===== src/rtl/ncpu32k_regf_wb_arb.sv =====
// Round-robin write-back arbiter for the single register-file write port, plus a
// per-register pending scoreboard so issue logic can stall on RAW hazards.
module ncpu32k_regf_wb_arb #(
  parameter int unsigned NREQ = 3,
  parameter int unsigned AW   = 5,
  parameter int unsigned DW   = 32
) (
  input  logic                 clk,
  input  logic                 rst_n,
  input  logic [NREQ-1:0]      req_valid,
  output logic [NREQ-1:0]      req_ready,
  input  logic [NREQ*AW-1:0]   req_addr,
  input  logic [NREQ*DW-1:0]   req_data,
  input  logic                 sb_set,
  input  logic [AW-1:0]        sb_set_addr,
  input  logic                 flush,
  input  logic [AW-1:0]        rs1_addr,
  input  logic [AW-1:0]        rs2_addr,
  output logic                 rs1_busy,
  output logic                 rs2_busy,
  output logic                 regf_we,
  output logic [AW-1:0]        regf_din_addr,
  output logic [DW-1:0]        regf_din
);

  localparam int unsigned PW   = (NREQ > 1) ? $clog2(NREQ) : 1;
  localparam int unsigned NREG = 1 << AW;

  logic [PW-1:0]   rr_ptr_q, rr_ptr_d;
  logic [NREQ-1:0] grant;
  logic [PW-1:0]   grant_idx;
  logic            found;
  logic            xfer;
  logic [AW-1:0]   addr_sel;
  logic [DW-1:0]   data_sel;

  logic            regf_we_q, regf_we_d;
  logic [AW-1:0]   regf_din_addr_q, regf_din_addr_d;
  logic [DW-1:0]   regf_din_q, regf_din_d;
  logic [NREG-1:0] pending_q, pending_d;

  // Two passes: indices at/after rr_ptr first, then the wrapped-around lower indices.
  always_comb begin
    grant     = '0;
    grant_idx = '0;
    found     = 1'b0;
    for (int i = 0; i < int'(NREQ); i++) begin
      if (!found && req_valid[i] && (PW'(unsigned'(i)) >= rr_ptr_q)) begin
        found     = 1'b1;
        grant[i]  = 1'b1;
        grant_idx = PW'(unsigned'(i));
      end
    end
    for (int i = 0; i < int'(NREQ); i++) begin
      if (!found && req_valid[i]) begin
        found     = 1'b1;
        grant[i]  = 1'b1;
        grant_idx = PW'(unsigned'(i));
      end
    end
  end

  assign req_ready = grant;
  assign xfer      = |(req_valid & grant);

  always_comb begin
    addr_sel = '0;
    data_sel = '0;
    for (int i = 0; i < int'(NREQ); i++) begin
      if (grant[i]) begin
        addr_sel = req_addr[i*AW +: AW];
        data_sel = req_data[i*DW +: DW];
      end
    end
  end

  always_comb begin
    rr_ptr_d        = rr_ptr_q;
    regf_we_d       = 1'b0;
    regf_din_addr_d = regf_din_addr_q;
    regf_din_d      = regf_din_q;
    if (xfer) begin
      rr_ptr_d        = (grant_idx == PW'(NREQ - 1)) ? '0 : grant_idx + 1'b1;
      regf_we_d       = (addr_sel != '0);
      regf_din_addr_d = addr_sel;
      regf_din_d      = data_sel;
    end
  end

  // Set is applied after clear so a newly issued producer keeps the register pending.
  always_comb begin
    pending_d = pending_q;
    if (flush) begin
      pending_d = '0;
    end else begin
      if (xfer && (addr_sel != '0)) pending_d[addr_sel] = 1'b0;
      if (sb_set && (sb_set_addr != '0)) pending_d[sb_set_addr] = 1'b1;
    end
    pending_d[0] = 1'b0;
  end

  always_ff @(posedge clk or negedge rst_n) begin
    if (!rst_n) begin
      rr_ptr_q        <= '0;
      regf_we_q       <= 1'b0;
      regf_din_addr_q <= '0;
      regf_din_q      <= '0;
      pending_q       <= '0;
    end else begin
      rr_ptr_q        <= rr_ptr_d;
      regf_we_q       <= regf_we_d;
      regf_din_addr_q <= regf_din_addr_d;
      regf_din_q      <= regf_din_d;
      pending_q       <= pending_d;
    end
  end

  assign regf_we       = regf_we_q;
  assign regf_din_addr = regf_din_addr_q;
  assign regf_din      = regf_din_q;
  assign rs1_busy      = pending_q[rs1_addr];
  assign rs2_busy      = pending_q[rs2_addr];

endmodule


===== config.mk =====
export PLATFORM = sky130hd
export DESIGN_NAME = ncpu32k_regf_wb_arb
export DESIGN_NICKNAME = d
export VERILOG_FILES = /design/src/rtl/ncpu32k_regf_wb_arb.sv
export SDC_FILE = /design/constraint.sdc
export NUM_CORES = 1
export LEC_CHECK = 0
export BUFFER_PORTS_ARGS = -buffer_cell sky130_fd_sc_hd__buf_2
export CORE_MARGIN = 2
export CORE_UTILIZATION = 53
export DETAILED_ROUTE_END_ITERATION = 16
export GPL_TIMING_DRIVEN = 1
export PLACE_DENSITY = 0.93
export SYNTH_ARGS = -nofsm -noshare
export SYNTH_HDL_FRONTEND = slang
export SYNTH_SLANG_ARGS = --single-unit

===== constraint.sdc =====
create_clock -name clk -period 3.71 [get_ports clk]
set_input_delay 0 -clock clk [delete_from_list [all_inputs] [get_ports clk]]
set_output_delay 0 -clock clk [all_outputs]
set_load 0.01 [all_outputs]

# Yosys cells after proc, flatten, opt, wreduce, memory -nomap -nowiden
# Index checks and enable logic that the tools add are counted.
# totals
reg_bits	71
inputBits	133
output_inout_bits	43
wordCells	75
# classes
add_sub_neg	1
order_cmp	9
eq_ne	1
muxes	35
n_bitwise	4
reduce_logical	20
# ops
op	count
2-to-1 mux 32 bit	7
AND 32 bit	1
NOT 32 bit	1
OR 32 bit	1
< comparator 5 x 6 -> 1 bit, second input constant	4
2-to-1 mux 1 bit	16
2-to-1 mux 5 bit	3
logical AND 1 bit	12
binary-select mux 1 bit (select 5 bit)	2
demux 1 bit (select 5 bit)	2
greater-or-equal comparator 5 x 1 -> 1 bit, second input constant	2
2-to-1 mux 2 bit	5
nonzero test 5 bit	2
zero test 1 bit	5
greater-or-equal comparator 1 x 2 -> 1 bit, first input constant	2
AND 3 bit	1
OR reduction 3 bit	1
adder 2 x 1 -> 2 bit, second input constant	1
== test 2 bit, second input constant	1
greater-or-equal comparator 2 bit, first input constant	1

# Logic depth before layout (Yosys ltp)
# Gate-level depths: netlist of the first run.
# logic_depth
word_depth	32
mapped_depth	9
ltp_nobuf	6

# Worst setup path after synthesis of the first run
# Ideal clock, no wire load.
# synth_timing
path_type	reg-to-reg
start	reg rr_ptr_q[0]
end	reg pending_q[13]
setup_ns	0.149
t_arrival_ns	1.877
required_time_ns	3.561
slack_ns	1.684
stages_incl_launch_ff	8
path_buffers	1
period_less_slack_ns	2.026
cell_sequence	dfrtp_1 -> nor3b_2 -> o31ai_4 -> inv_2 -> buf_2 -> and2_1 -> a211oi_2 -> a311oi_1
# synth_between
elab_chain_cells	32
word_cells_on_any_way	45
cone_classes	order compare (5); mux (19); bitwise (4); reduce/logical (17)
# synth_rtl
item	line	source
start: declaration	29	logic [PW-1:0] rr_ptr_q, rr_ptr_d;
start signal: assignment	110	rr_ptr_q <= rr_ptr_d;
greater-or-equal comparator 1 x 2 -> 1 bit	48	if (!found && req_valid[i] && (PW'(unsigned'(i)) >= rr_ptr_q)) begin
logical AND 1 bit	48	
2-to-1 mux 1 bit	48	
zero test 1 bit	48	
logical AND 1 bit (2 in series)	48	
2-to-1 mux 1 bit	48	
zero test 1 bit	48	
logical AND 1 bit (2 in series)	48	
[15 not listed]	-	
NOT 32 bit (no source line)	-	
AND 32 bit (no source line)	-	
2-to-1 mux 32 bit *	96	if (xfer && (addr_sel != '0)) pending_d[addr_sel] = 1'b0;
2-to-1 mux 32 bit *	93	if (flush) begin
OR 32 bit (no source line)	-	
2-to-1 mux 32 bit *	97	if (sb_set && (sb_set_addr != '0)) pending_d[sb_set_addr] = 1'b1;
2-to-1 mux 32 bit *	93	
net pending_d[13]	40	logic [NREG-1:0] pending_q, pending_d;
end signal: assignment	114	pending_q <= pending_d;
end: declaration	40	
# The timed path passes the listed nets; every way through them passes the cells marked *. The select of a mux whose other input is x is not followed.
# A chain may end at the register's enable or synchronous reset.

# Worst setup path in the final report of the first run
# layout_timing
start	reg rr_ptr_q[0]
end	reg regf_din_q[4], in the netlist regf_din[4]
# layout_between
elab_chain_cells	22
word_cells_on_any_way	31
cone_classes	order compare (3); mux (13); bitwise (1); reduce/logical (14)
# layout_rtl
item	line	source
greater-or-equal comparator 1 x 2 -> 1 bit	48	
logical AND 1 bit	48	
2-to-1 mux 1 bit	48	
zero test 1 bit	48	
logical AND 1 bit (2 in series)	48	
2-to-1 mux 1 bit	48	
zero test 1 bit	48	
logical AND 1 bit (2 in series)	48	
[4 not listed]	-	
zero test 1 bit	55	if (!found && req_valid[i]) begin
logical AND 1 bit	55	
2-to-1 mux 1 bit	55	
zero test 1 bit	55	
logical AND 1 bit	55	
2-to-1 mux 1 bit	55	
AND 3 bit	64	assign xfer = |(req_valid & grant);
OR reduction 3 bit	64	
end signal: assignment	113	regf_din_q <= regf_din_d;
end: declaration	39	logic [DW-1:0] regf_din_q, regf_din_d;
# Several ways; a longest one is shown, not always the timed one.

==> results list, run 1 <==
- In the routed design, unresolved DRC markers number 0.
- The max-slew violation count is 0.
- Counting every net in the synthesized netlist gives 600.
* Number of failing setup endpoints in the final timing report: 0
* Category of the most critical setup path: reg -> reg
- Static timing analysis puts the maximum clock frequency at 0.331 GHz.
- Synthesis produced a netlist whose cell count is 467.
- The clock passes through at most 2 buffers.
* CTS tree: done
* Worst path buffer plus inverter count: 3
* Flip-flop and latch area: 1780 um2
- sky130_fd_sc_hd__dfrtp_1 takes more of the synthesized area than any other cell.
- Run status: complete, but fails checks
- For this run, the total global-route usage over all layers was measured as 36.8%.
- Worst supply voltage drop on vdd: 0.000320 V
- The final count of hold timing violations is 2.
- Total leakage power: 2.70 nW
- The initial antenna violation count came to 0.
* Fraction of final layout cells sized beyond drive strength 1: 35.5%
- H-tree depth reported by CTS: 3
* Placeable core region: 8180 um2
- First-pass GRT wire length: 25400 um
* Most used cells in the layout excluding fill and tap cells: sky130_fd_sc_hd__buf_2, sky130_fd_sc_hd__dfrtp_1, sky130_fd_sc_hd__nor2_1, sky130_fd_sc_hd__nand2_1, sky130_fd_sc_hd__dlygate4sd3_1
* Family with the most delay on the worst path: buffers and inverters
* Post-synth cell types: 54
- At the end of routability-driven placement, the weighted congestion stood at 0.930.
- Remaining max-slew budget at the tightest pin: 30.3%
- 1st-pass router iterations: 6
- Top post-synthesis cells by area: sky130_fd_sc_hd__dfrtp_1, sky130_fd_sc_hd__mux4_2, sky130_fd_sc_hd__a31oi_1
* Fraction of synthesized cell area taken by the top area cell type: 39.8%
- The clock reaches the later pin of the worst-skew pair after 350 ps.
* CTS Buf Count: 9
- Post-Synthesis Mean Instance Area: 9.55 um2
- In this run the vertical extent of the chip is 95.7 um.
* TritonCTS Sinks: 71
- At the end of the flow, the number of nets in the layout was 794.
* Series of cell instances along the critical path: nor3b_2 -> o31ai_4 -> inv_2 -> a31oi_2 -> buf_4 -> nand2_1 -> a31oi_1 -> dlygate4sd3_1
- Chip Width: 95.7 um
* Max stage delay cell, worst path: sky130_fd_sc_hd__dlygate4sd3_1
- STA classifies the critical path endpoint as a register.
- Registers are responsible for 36.2% of the overall power.
- Average routed wire per standard cell: 21.8 um
- Total standard cell area after synthesis: 4460 um2
* Area used by multi-input combinational logic: 2480 um2
- Critical path data arrival time: 3310 ps
- Synthesis-stage register bit count: 71
* Number of rows created at floorplan: 33
- Clock slew at the register clock pins of the worst setup and hold paths: 80 ps
- Post-Route Hold Slack: -3.40 ps
- After filler insertion, the fill cell instance count of the layout stands at 531.
- Setup repair after global routing left no endpoint under its margin.
- For this design the ratio of total power to cell area is 444 nW/um2.
* Number of global-route vias before repair: 5046
- P&R area growth vs syn: 35.4%
* Final total negative setup slack: 0 ps
- For the final database, setup skew stands at 12.2 ps.
- Final clock period utilization by the worst path: 81.5%
- In the synthesized netlist the dominant register cell turns out to be sky130_fd_sc_hd__dfrtp_1.
* Slowest Stage Delay on Critical Path: 590 ps
- Final worst path period need: 3020 ps
* Most frequent standard cell in the layout excluding fill and tap cells: sky130_fd_sc_hd__buf_2
- The tightest min-delay check is of the in -> reg type.
- Entering global routing, the biggest net connects 63 pins.
* Post-DRT Antenna Nets: 0
* Sw Pwr: 958 uW
- # port buffers: 175
* Portion of the post-synthesis area used by sequential elements: 39.8%
- Half-perimeter wire length after placement: 10400 um
* Area of the die: 9160 um2
- For the pin with the worst max-slew slack, the measured transition is 1050 ps.
* Number of enable-type register cells in the synthesized netlist: 0
- After the first detailed-routing iteration, the DRC count stood at 476.
- Initial cell density of the core: 54.5%
- In this run the worst path has a maximum fanout of 40.
* Clock Power Share: 27.8%
- Data required time at the worst endpoint: 4000 ps
- Number of warnings issued by yosys: 0
* Total Wirelength: 16800 um
- The worst setup path is launched from a register.
- Post-cts resize count: 0
- Share of synthesized registers carrying an async set or reset: 100%
- Remaining Overflow, GRT: 0
- Via density per instance: 6.59
* Clock root buffer: sky130_fd_sc_hd__clkbuf_8
- The final route contains 5086 vias.
- Of the total power, combinational logic draws 36.0%.
- In this run switching power makes up 35.8% of total power.
- Core Util, Final: 73.9%
* Failing checks: hold timing
* Internal power summed over all cells: 1.72 mW
- Across the run, the number of max-cap violations was 0.
- Pin placement for this block handled 176 I/O pins.
## stage by stage
stage	setup WS, ps	total power [mW]	cell area (um2)	hold WS, ps	cells
floorplan	1680	1.50	4460	-296	467
global placement	1140	1.77	5310	173	706
detailed placement	966	1.80	5310	186	706
CTS	826	2.61	6030	0.982	770
global route	567	2.78	6030	26.1	770
finish	687	2.68	6040	-3.40	772
## routing by layer
metal	wire [um]	GRT usage [%]
met2	8200	61.2
met3	1740	9.63
met1	5850	43.0
met4	1020	21.1
met5	0	0
## power groups by stage
stage / clock [mW] / sequential [mW] / combinational, mW
after floorplan: 0 / 1.01 / 0.487
after CTS: 0.737 / 0.956 / 0.920
final: 0.745 / 0.970 / 0.964
after detailed placement: 0 / 0.968 / 0.836
after global routing: 0.775 / 0.980 / 1.03
after global placement: 0 / 0.962 / 0.813
## registers in the layout, summed over array words and instances (netlist names)
name	cells
regf_we	1
regf_din	32
pending_q	31
rr_ptr_q	2
regf_din_addr	5
## synthesized netlist by cell type, types with 3 or more instances
| cell type | instances |
|---|---|
| sky130_fd_sc_hd__a31oi_1 | 40 |
| sky130_fd_sc_hd__a22oi_1 | 32 |
| sky130_fd_sc_hd__a311oi_1 | 19 |
| sky130_fd_sc_hd__a22o_1 | 3 |
| sky130_fd_sc_hd__a21o_1 | 4 |
| sky130_fd_sc_hd__and3_1 | 5 |
| sky130_fd_sc_hd__or2_2 | 4 |
| sky130_fd_sc_hd__clkbuf_1 | 24 |
| sky130_fd_sc_hd__buf_1 | 7 |
| sky130_fd_sc_hd__o21bai_1 | 6 |
| sky130_fd_sc_hd__a211oi_1 | 10 |
| sky130_fd_sc_hd__a41oi_1 | 8 |
| sky130_fd_sc_hd__buf_2 | 12 |
| sky130_fd_sc_hd__nor4_1 | 8 |
| sky130_fd_sc_hd__mux4_2 | 18 |
| sky130_fd_sc_hd__a21oi_1 | 10 |
| sky130_fd_sc_hd__mux2_2 | 4 |
| sky130_fd_sc_hd__and2_1 | 6 |
| sky130_fd_sc_hd__nor2_1 | 60 |
| sky130_fd_sc_hd__dfrtp_1 | 71 |
| sky130_fd_sc_hd__nand2_1 | 59 |
| sky130_fd_sc_hd__nand3_1 | 9 |
| sky130_fd_sc_hd__nor2b_1 | 5 |
| sky130_fd_sc_hd__inv_1 | 4 |
| sky130_fd_sc_hd__nand2b_1 | 3 |
## final timing paths
check,start,endpoint,slack [ps],depth (start not counted)
max,rr_ptr_q[0],regf_din[4],690,8
min,req_data[70],regf_din[6],-3,3
max reg2reg,rr_ptr_q[0],regf_din[4],690,8
min reg2reg,regf_din_addr[0],regf_din_addr[0],480,2
max in group asynchronous,rst_n,regf_din[8],2420,3
min in group asynchronous,rst_n,pending_q[20],330,2
## logic make-up (layout without fill, tap and decap cells)
kind of cell	count (synthesis)	in the layout	synth area share, %
xor gates and xnor gates	1	1	0.365
other	0	2	0
DFF	71	71	39.8
buffers and inverters	49	247	4.63
AOI/OAI and AO/OA	151	151	27.3
muxes	23	23	10.3
and+or+nand+nor	172	172	17.5
## layout make-up
cell class	count	share of cell area, %
flip-flops and latches	71	29.4
diodes	2	0.0829
multi-input cells	347	41.1
clock buffers	9	2.05
well taps	105	2.18
inverters	5	0.311
clock inverters	6	1.82
repair buffers	227	23.0
## tightest hold or removal path, delay by kind of cell
kind	cells	cell delay, ps
compound gates	2	230
buf+inv	1	80
## repair_timing
| item | in CTS | in global routing |
|---|---|---|
| buffers inserted | 0 | 0 |
| setup endpoints to repair | 0 | 0 |
| hold endpoints to repair | 74 | 0 |
| hold buffers | 49 | 0 |
(Power assumes the default switching activity.)
==> inputs of run 2 (changes only) <==
CORE_UTILIZATION = 49   (was 53)
PLACE_DENSITY = 0.87   (was 0.93)
clock period = 2.8 ns   (was 3.71 ns; I/O delays follow)
==> run 2 against run 1 <==
The flow now finishes without violations. Global-route usage down 3.4 points. Highest routed layer unchanged. Critical endpoint is now regf_din[7]. Critical path type unchanged. Register-to-register slack worse by 600 ps. Utilization down 2.7 points. Critical path depth up 1. Routed wire length up 1.7%. Largest cell class unchanged.
==> results list, run 2 (same netlist as run 1, synthesis figures left out) <==
- The register with the most flip-flops in the layout has 32 of them.
* Cell area after placement: 5340 um2
- GRT Total Usage: 33.4%
- The worst setup path is captured at a register.
* Fin. max-slew vios: 0
- Final hold viol count: 0
* Placeable core region: 8760 um2
- Startpoint of the lowest-slack register-to-register path: rr_ptr_q[1]
* Final clock period utilization by the worst path: 97.0%
* Fill count: 567
* Area used by multi-input combinational logic: 2500 um2
- By startpoint and endpoint, the worst setup path is classified as reg -> reg.
- At the worst endpoint, the arrival time is 3010 ps.
* Run status: finished, final reports clean
- Post-DRT Antenna Nets: 0
- The first global-routing pass estimated 25800 um of wire.
- Die outline height: 99.4 um
- Max stage delay cell, worst path: sky130_fd_sc_hd__dlygate4sd3_1
- The initial antenna violation count is 1.
* Final weighted congestion in routability-driven placement: 0.899
- The floorplan step defined a die boundary enclosing 9880 um2.
* P&R area growth vs syn: 39.8%
- Final Skew: 14.8 ps
- Minimum setup slack among reg-to-reg paths: 80 ps
* Worst path buffer plus inverter count: 4
* Violation count after the first detailed-route iteration: 503
- Dividing the detail-routed via count by the number of cells gives 6.48.
- Along the worst path, the maximum fanout reaches 34.
- Post-route standard cell area excluding fillers: 6230 um2
- Counting cells, the worst reg-to-reg path comes to 9.
- The first detailed-routing pass took 7 iterations.
- Leaving out fill and tap cells, the most frequent cell in the layout is sky130_fd_sc_hd__buf_2.
- Count of maximum capacitance violations: 0
* Number of design rule violations left after detail routing: 0
- The clock reaches the later pin of the worst-skew pair after 360 ps.
* Half-perimeter wire length after placement: 10300 um
- Remaining max-slew budget at the tightest pin: 28.2%
* Core Util, Final: 71.1%
- The min-delay analysis places its worst path in the category in -> reg.
* Total leakage power: 2.78 nW
* Reg-to-Reg End: regf_din[7]
- In the final design database the tool counted 811 nets.
* Worst hold endpoint: regf_din[26]
- Setup violations remaining at the end of the flow were counted as 0.
* Hold Crit Depth: 3
- Number of global-route vias before repair: 5051
* Final worst path period need: 2720 ps
- The clock passes through at most 2 buffers.
- TritonCTS built the clock tree.
- Remaining Overflow, GRT: 0
- Largest net degree at the start of global routing: 63
- Vias post-DR: 5130
* Average routed wire per standard cell: 21.6 um
- # port buffers: 175
- IR analysis of the VDD net gives a maximum drop of 0.000401 V.
- Based on the critical path, the design can be clocked at up to 0.368 GHz.
- For the pin with the worst max-slew slack, the measured transition is 1080 ps.
- Flip-flop and latch area: 1780 um2
- H-tree depth reported by CTS: 3
* Timing startpoint of the critical path: rr_ptr_q[1]
* Initial cell density of the core: 50.9%
- Family with the most delay on the worst path: buffers and inverters
- Slowest Stage Delay on Critical Path: 630 ps
- Walking the worst path, the cells encountered are nor2b_1 -> o31ai_4 -> inv_2 -> buf_8 -> a31oi_4 -> buf_12 -> nand2_1 -> a31oi_1 -> dlygate4sd3_1.
- In this run the power density over the cells is 581 nW/um2.
* Data required time at the worst endpoint: 3090 ps
- The worst setup path is launched from a register.
- Chip Width: 99.4 um
- TritonCTS Sinks: 71
- The number of clock buffers added by TritonCTS is 9.
- In the layout the commonest cells are sky130_fd_sc_hd__buf_2, sky130_fd_sc_hd__dfrtp_1, sky130_fd_sc_hd__nor2_1, sky130_fd_sc_hd__dlygate4sd3_1, sky130_fd_sc_hd__nand2_1.
- Clock root buffer: sky130_fd_sc_hd__clkbuf_8
- The final layout contains routed wiring with a total length of 17100 um.
* Start point of the worst hold path: req_data[90]
- For this design the top-level I/O count stands at 176.
* Number of rows created at floorplan: 34
- Clock slew at the register clock pins of the worst setup and hold paths: 90 ps
* Fraction of final layout cells sized beyond drive strength 1: 36.0%
[run 2: cell types whose count changed in the layout (fill, tap and decap cells not counted), sizes merged]
cell,change
bufinv,-1
buf,+5
clkinvlp,-1
diode,-1
clkbuf,+1
inv,+1
dlygate4sd3,+11
clkinv,+2
[run 2: worst max path at each step]
stage / to / slack [ps] / depth (start not counted)
floorplan: pending_q[13] / 770 / 7
global placement: pending_q[8] / 500 / 5
detailed placement: pending_q[9] / 430 / 6
CTS: regf_din[8] / 30 / 9
global route: regf_din[7] / -20 / 9
finish: regf_din[7] / 80 / 9
[run 2: final cells by class]
cell class	instances	share of cell area (%)
Inverter	5	0.301
Clock buffer	9	1.99
Timing Repair Buffer	244	25.4
Multi-Input combinational cell	347	40.1
Clock inverter	7	1.53
Antenna cell	1	0.0401
Sequential cell	71	28.5
Tap cell	108	2.17
[run 2: worst reg2reg max path, cell delays in order (launching register included)]
cell and delay (ps):
sky130_fd_sc_hd__dfrtp_2 470, sky130_fd_sc_hd__nor2b_1 190, sky130_fd_sc_hd__o31ai_4 280, sky130_fd_sc_hd__inv_2 120, sky130_fd_sc_hd__buf_8 200, sky130_fd_sc_hd__a31oi_4 260, sky130_fd_sc_hd__buf_12 190, sky130_fd_sc_hd__nand2_1 100
sky130_fd_sc_hd__a31oi_1 200, sky130_fd_sc_hd__dlygate4sd3_1 630
[run 2: report_power, final]
group	switching, mW	internal (mW)
Clock	0.428	0.503
Combinational	0.800	0.613
Sequential	0.104	1.17
[run 2: repair_timing]
action	CTS	global route
hold buffers	60	0
setup endpoints to repair	0	20
buffers inserted	0	1
resized for setup	0	9
hold endpoints to repair	65	0
[run 2: routing by layer]
| metal | vias to the layer above | global-route usage [%] | routed length (um) |
|---|---|---|---|
| met2 | 371 | 55.2 | 8350 |
| li1 | 2207 | - | - |
| met1 | 2474 | 40.5 | 6110 |
| met3 | 78 | 9.98 | 1810 |
| met5 | - | 0 | 0 |
| met4 | 0 | 14.8 | 823 |
[run 2: per-stage QoR]
| stage | total power [mW] | instances | TNS, ps | setup slack (ps) | hold slack [ps] |
|---|---|---|---|---|---|
| after CTS | 3.47 | 789 | 0 | 31.6 | 1.28 |
| final | 3.62 | 792 | 0 | 83.4 | 14.4 |
| after detailed placement | 2.41 | 713 | 0 | 433 | 123 |
| after floorplan | 1.98 | 467 | 0 | 774 | -296 |
| after global placement | 2.37 | 713 | 0 | 499 | 117 |
| after global routing | 3.75 | 792 | -20.7 | -18.9 | 26.6 |
==> inputs of run 3 (changes only) <==
REMOVE_ABC_BUFFERS = 1   (was unset)
SLEW_MARGIN = 20   (was unset)
==> run 3 against run 2 <==
Fmax rose by 1.4%. Sequential cell count did not move. Cell area decreased by 0.70%. Total power shrank 0.37%. Largest power group unchanged. Sequential share of layout area increased by 0.16 points. Utilization is 0.50 points lower.
==> results list, run 3 (same netlist as run 1, synthesis figures left out) <==
* Run status: finished, final reports clean
* Remaining max-slew budget at the tightest pin: 28.2%
- The first TritonRoute pass finished after 5 iterations.
- The cell sitting at the root of the clock tree is a sky130_fd_sc_hd__clkbuf_8.
* Worst Path Max Fanout: 31
- The worst setup path is captured at a register.
- Unrepaired setup endpoints after global routing: no
- From left edge to right edge, the die measures 99.4 um.
* Number of global-route vias before repair: 5255
- The clock drives 71 sinks.
- Initial cell density of the core: 50.9%
- At the pin with the least slew margin, the transition time is 1080 ps.
- Violation count after the first detailed-route iteration: 499
- For this design the ratio of total power to cell area is 583 nW/um2.
- The startpoint identified for the worst hold timing path is req_data[87].
* Count of pins on the block boundary: 176
* Half-perimeter wire length after placement: 10600 um
* Worst r2r path cells: 8
* Slowest Stage Delay on Critical Path: 610 ps
- Largest register FFs: 32
- On the critical path, the stage with the largest delay is an instance of sky130_fd_sc_hd__dlygate4sd3_1.
* Minimum setup slack among reg-to-reg paths: 120 ps
- After layout, the minimum clock period comes to 2680 ps.
- Final hold viol count: 0
- Summed over all cells, the static leakage comes to 2.77 nW.
- CTS tree: done
- CTS Buf Count: 9
* Average routed wire per standard cell: 21.9 um
- Series of cell instances along the critical path: nor3b_2 -> o31ai_4 -> inv_2 -> a31oi_2 -> buf_4 -> nand2_1 -> a31oi_1 -> dlygate4sd3_1
- Entering global routing, the biggest net connects 63 pins.
* Number of post-CTS setup repair buffers: 0
- Category of the most critical setup path: reg -> reg
- The detail route stage leaves a number of antenna-violating nets equal to 0.
- Total Wirelength: 17300 um
- The first global-routing pass estimated 26900 um of wire.
- The die covers 9880 um2.
- The clock passes through at most 2 buffers.
- Data required time at the worst endpoint: 3090 ps
* H-tree depth reported by CTS: 3
- Number of failing setup endpoints in the final timing report: 0
- Measured along the y axis, the die boundary spans 99.4 um.
- GRT Total Usage: 34.9%
* Vias post-DR: 5210
- Final-stage net count: 808
- The later pin in the worst-skew pair is clocked with a latency of 380 ps.
- After detailed routing, the number of vias per cell comes to 6.59.
- After clock tree synthesis, the clock-pin slew on the worst setup and hold paths is 80 ps.
- For this run, design rule violations remaining after detail routing come to 0.
- Final weighted congestion in routability-driven placement: 0.920
- Across the VDD grid, the largest voltage drop is 0.000443 V.
- After floorplanning, the core was sized to cover 8760 um2.
* Most used cells in the layout excluding fill and tap cells: sky130_fd_sc_hd__buf_2, sky130_fd_sc_hd__dfrtp_1, sky130_fd_sc_hd__nor2_1, sky130_fd_sc_hd__nand2_1, sky130_fd_sc_hd__dlygate4sd3_1
- The final critical path takes up 95.7% of the cycle.
* Count of maximum capacitance violations: 0
* Critical path launch point type: register
- Cells with a size suffix above 1 make up 35.7% of the layout.
* Total power consumption of the routed design: 3.61 mW
- The tightest hold path in the finished design has a slack of 3.45 ps.
- Max Clock Freq: 0.373 GHz
* Hold Crit Class: in -> reg
- Reg-to-Reg End: regf_din[11]
* Number of rows created at floorplan: 34
- Worst hold endpoint: regf_din[23]
- On the final layout, the worst clock skew is 19.2 ps.
- Most frequent standard cell in the layout excluding fill and tap cells: sky130_fd_sc_hd__buf_2
- Critical path data arrival time: 2970 ps
- The initial antenna violation count is 1.
- The max-slew violation count was 0.
- Hold Crit Depth: 3
* Startpoint of the lowest-slack register-to-register path: rr_ptr_q[0]
- For this run the aggregate overflow at the end of global routing stands at 0.
- # port buffers: 175
* Timing startpoint of the critical path: rr_ptr_q[0]
- P&R area growth vs syn: 38.8%
run 3: how the worst max path moves through the flow:
stage	end	depth (start not counted)	slack (ps)
after floorplan	regf_din[0]	6	-6
after global placement	pending_q[9]	5	530
after detailed placement	pending_q[13]	6	420
after CTS	regf_din[6]	7	40
after global routing	regf_din[9]	8	30
final	regf_din[11]	8	120
run 3: area by class of cell:
class,instances,area [um2]
flip-flops and latches,71,1780
fillers,583,2570
repair buffers,241,1540
inverters,5,18.8
multi-input cells,347,2490
clock buffers,9,124
well taps,108,135
diodes,3,7.51
clock inverters,7,96.3
run 3: critical path, delay by kind of cell (launching register included):
family	cells	cell delay, ps
DFF	1	470
and+or+nand+nor	2	330
AOI/OAI and AO/OA	3	700
buffers and inverters	3	1100
run 3: routing by layer:
layer | track usage [%] | wire, um | vias up
met2 | 60.4 | 8540 | 399
li1 | - | - | 2210
met5 | 0 | 0 | -
met1 | 41.1 | 5830 | 2488
met3 | 7.17 | 1860 | 113
met4 | 17.9 | 1110 | 0
run 3: what timing repair did:
| item | in CTS | in global routing |
|---|---|---|
| hold endpoints to repair | 68 | 0 |
| endpoints found under the setup margin | 0 | 20 |
| hold buffers | 59 | 0 |
| resized for setup | 0 | 2 |
run 3: stage by stage:
stage | setup slack, ps | utilization (%) | area, um2 | setup TNS (ps) | std cells
after global placement | 529 | 61.3 | 5370 | 0 | 713
after floorplan | -5.67 | - | 4270 | -170 | 423
after CTS | 37.7 | 70.5 | 6180 | 0 | 788
final | 120 | 70.6 | 6190 | 0 | 791
after detailed placement | 416 | 61.3 | 5370 | 0 | 713
after global routing | 34.8 | 70.6 | 6190 | 0 | 789
run 3: power by group:
group | leakage, nW | total [mW] | internal (mW) | switching (mW)
Clock | 0.114 | 0.948 | 0.505 | 0.443
Sequential | 0.903 | 1.28 | 1.17 | 0.114
Combinational | 1.75 | 1.38 | 0.592 | 0.783
Total | 2.77 | 3.61 | 2.27 | 1.34
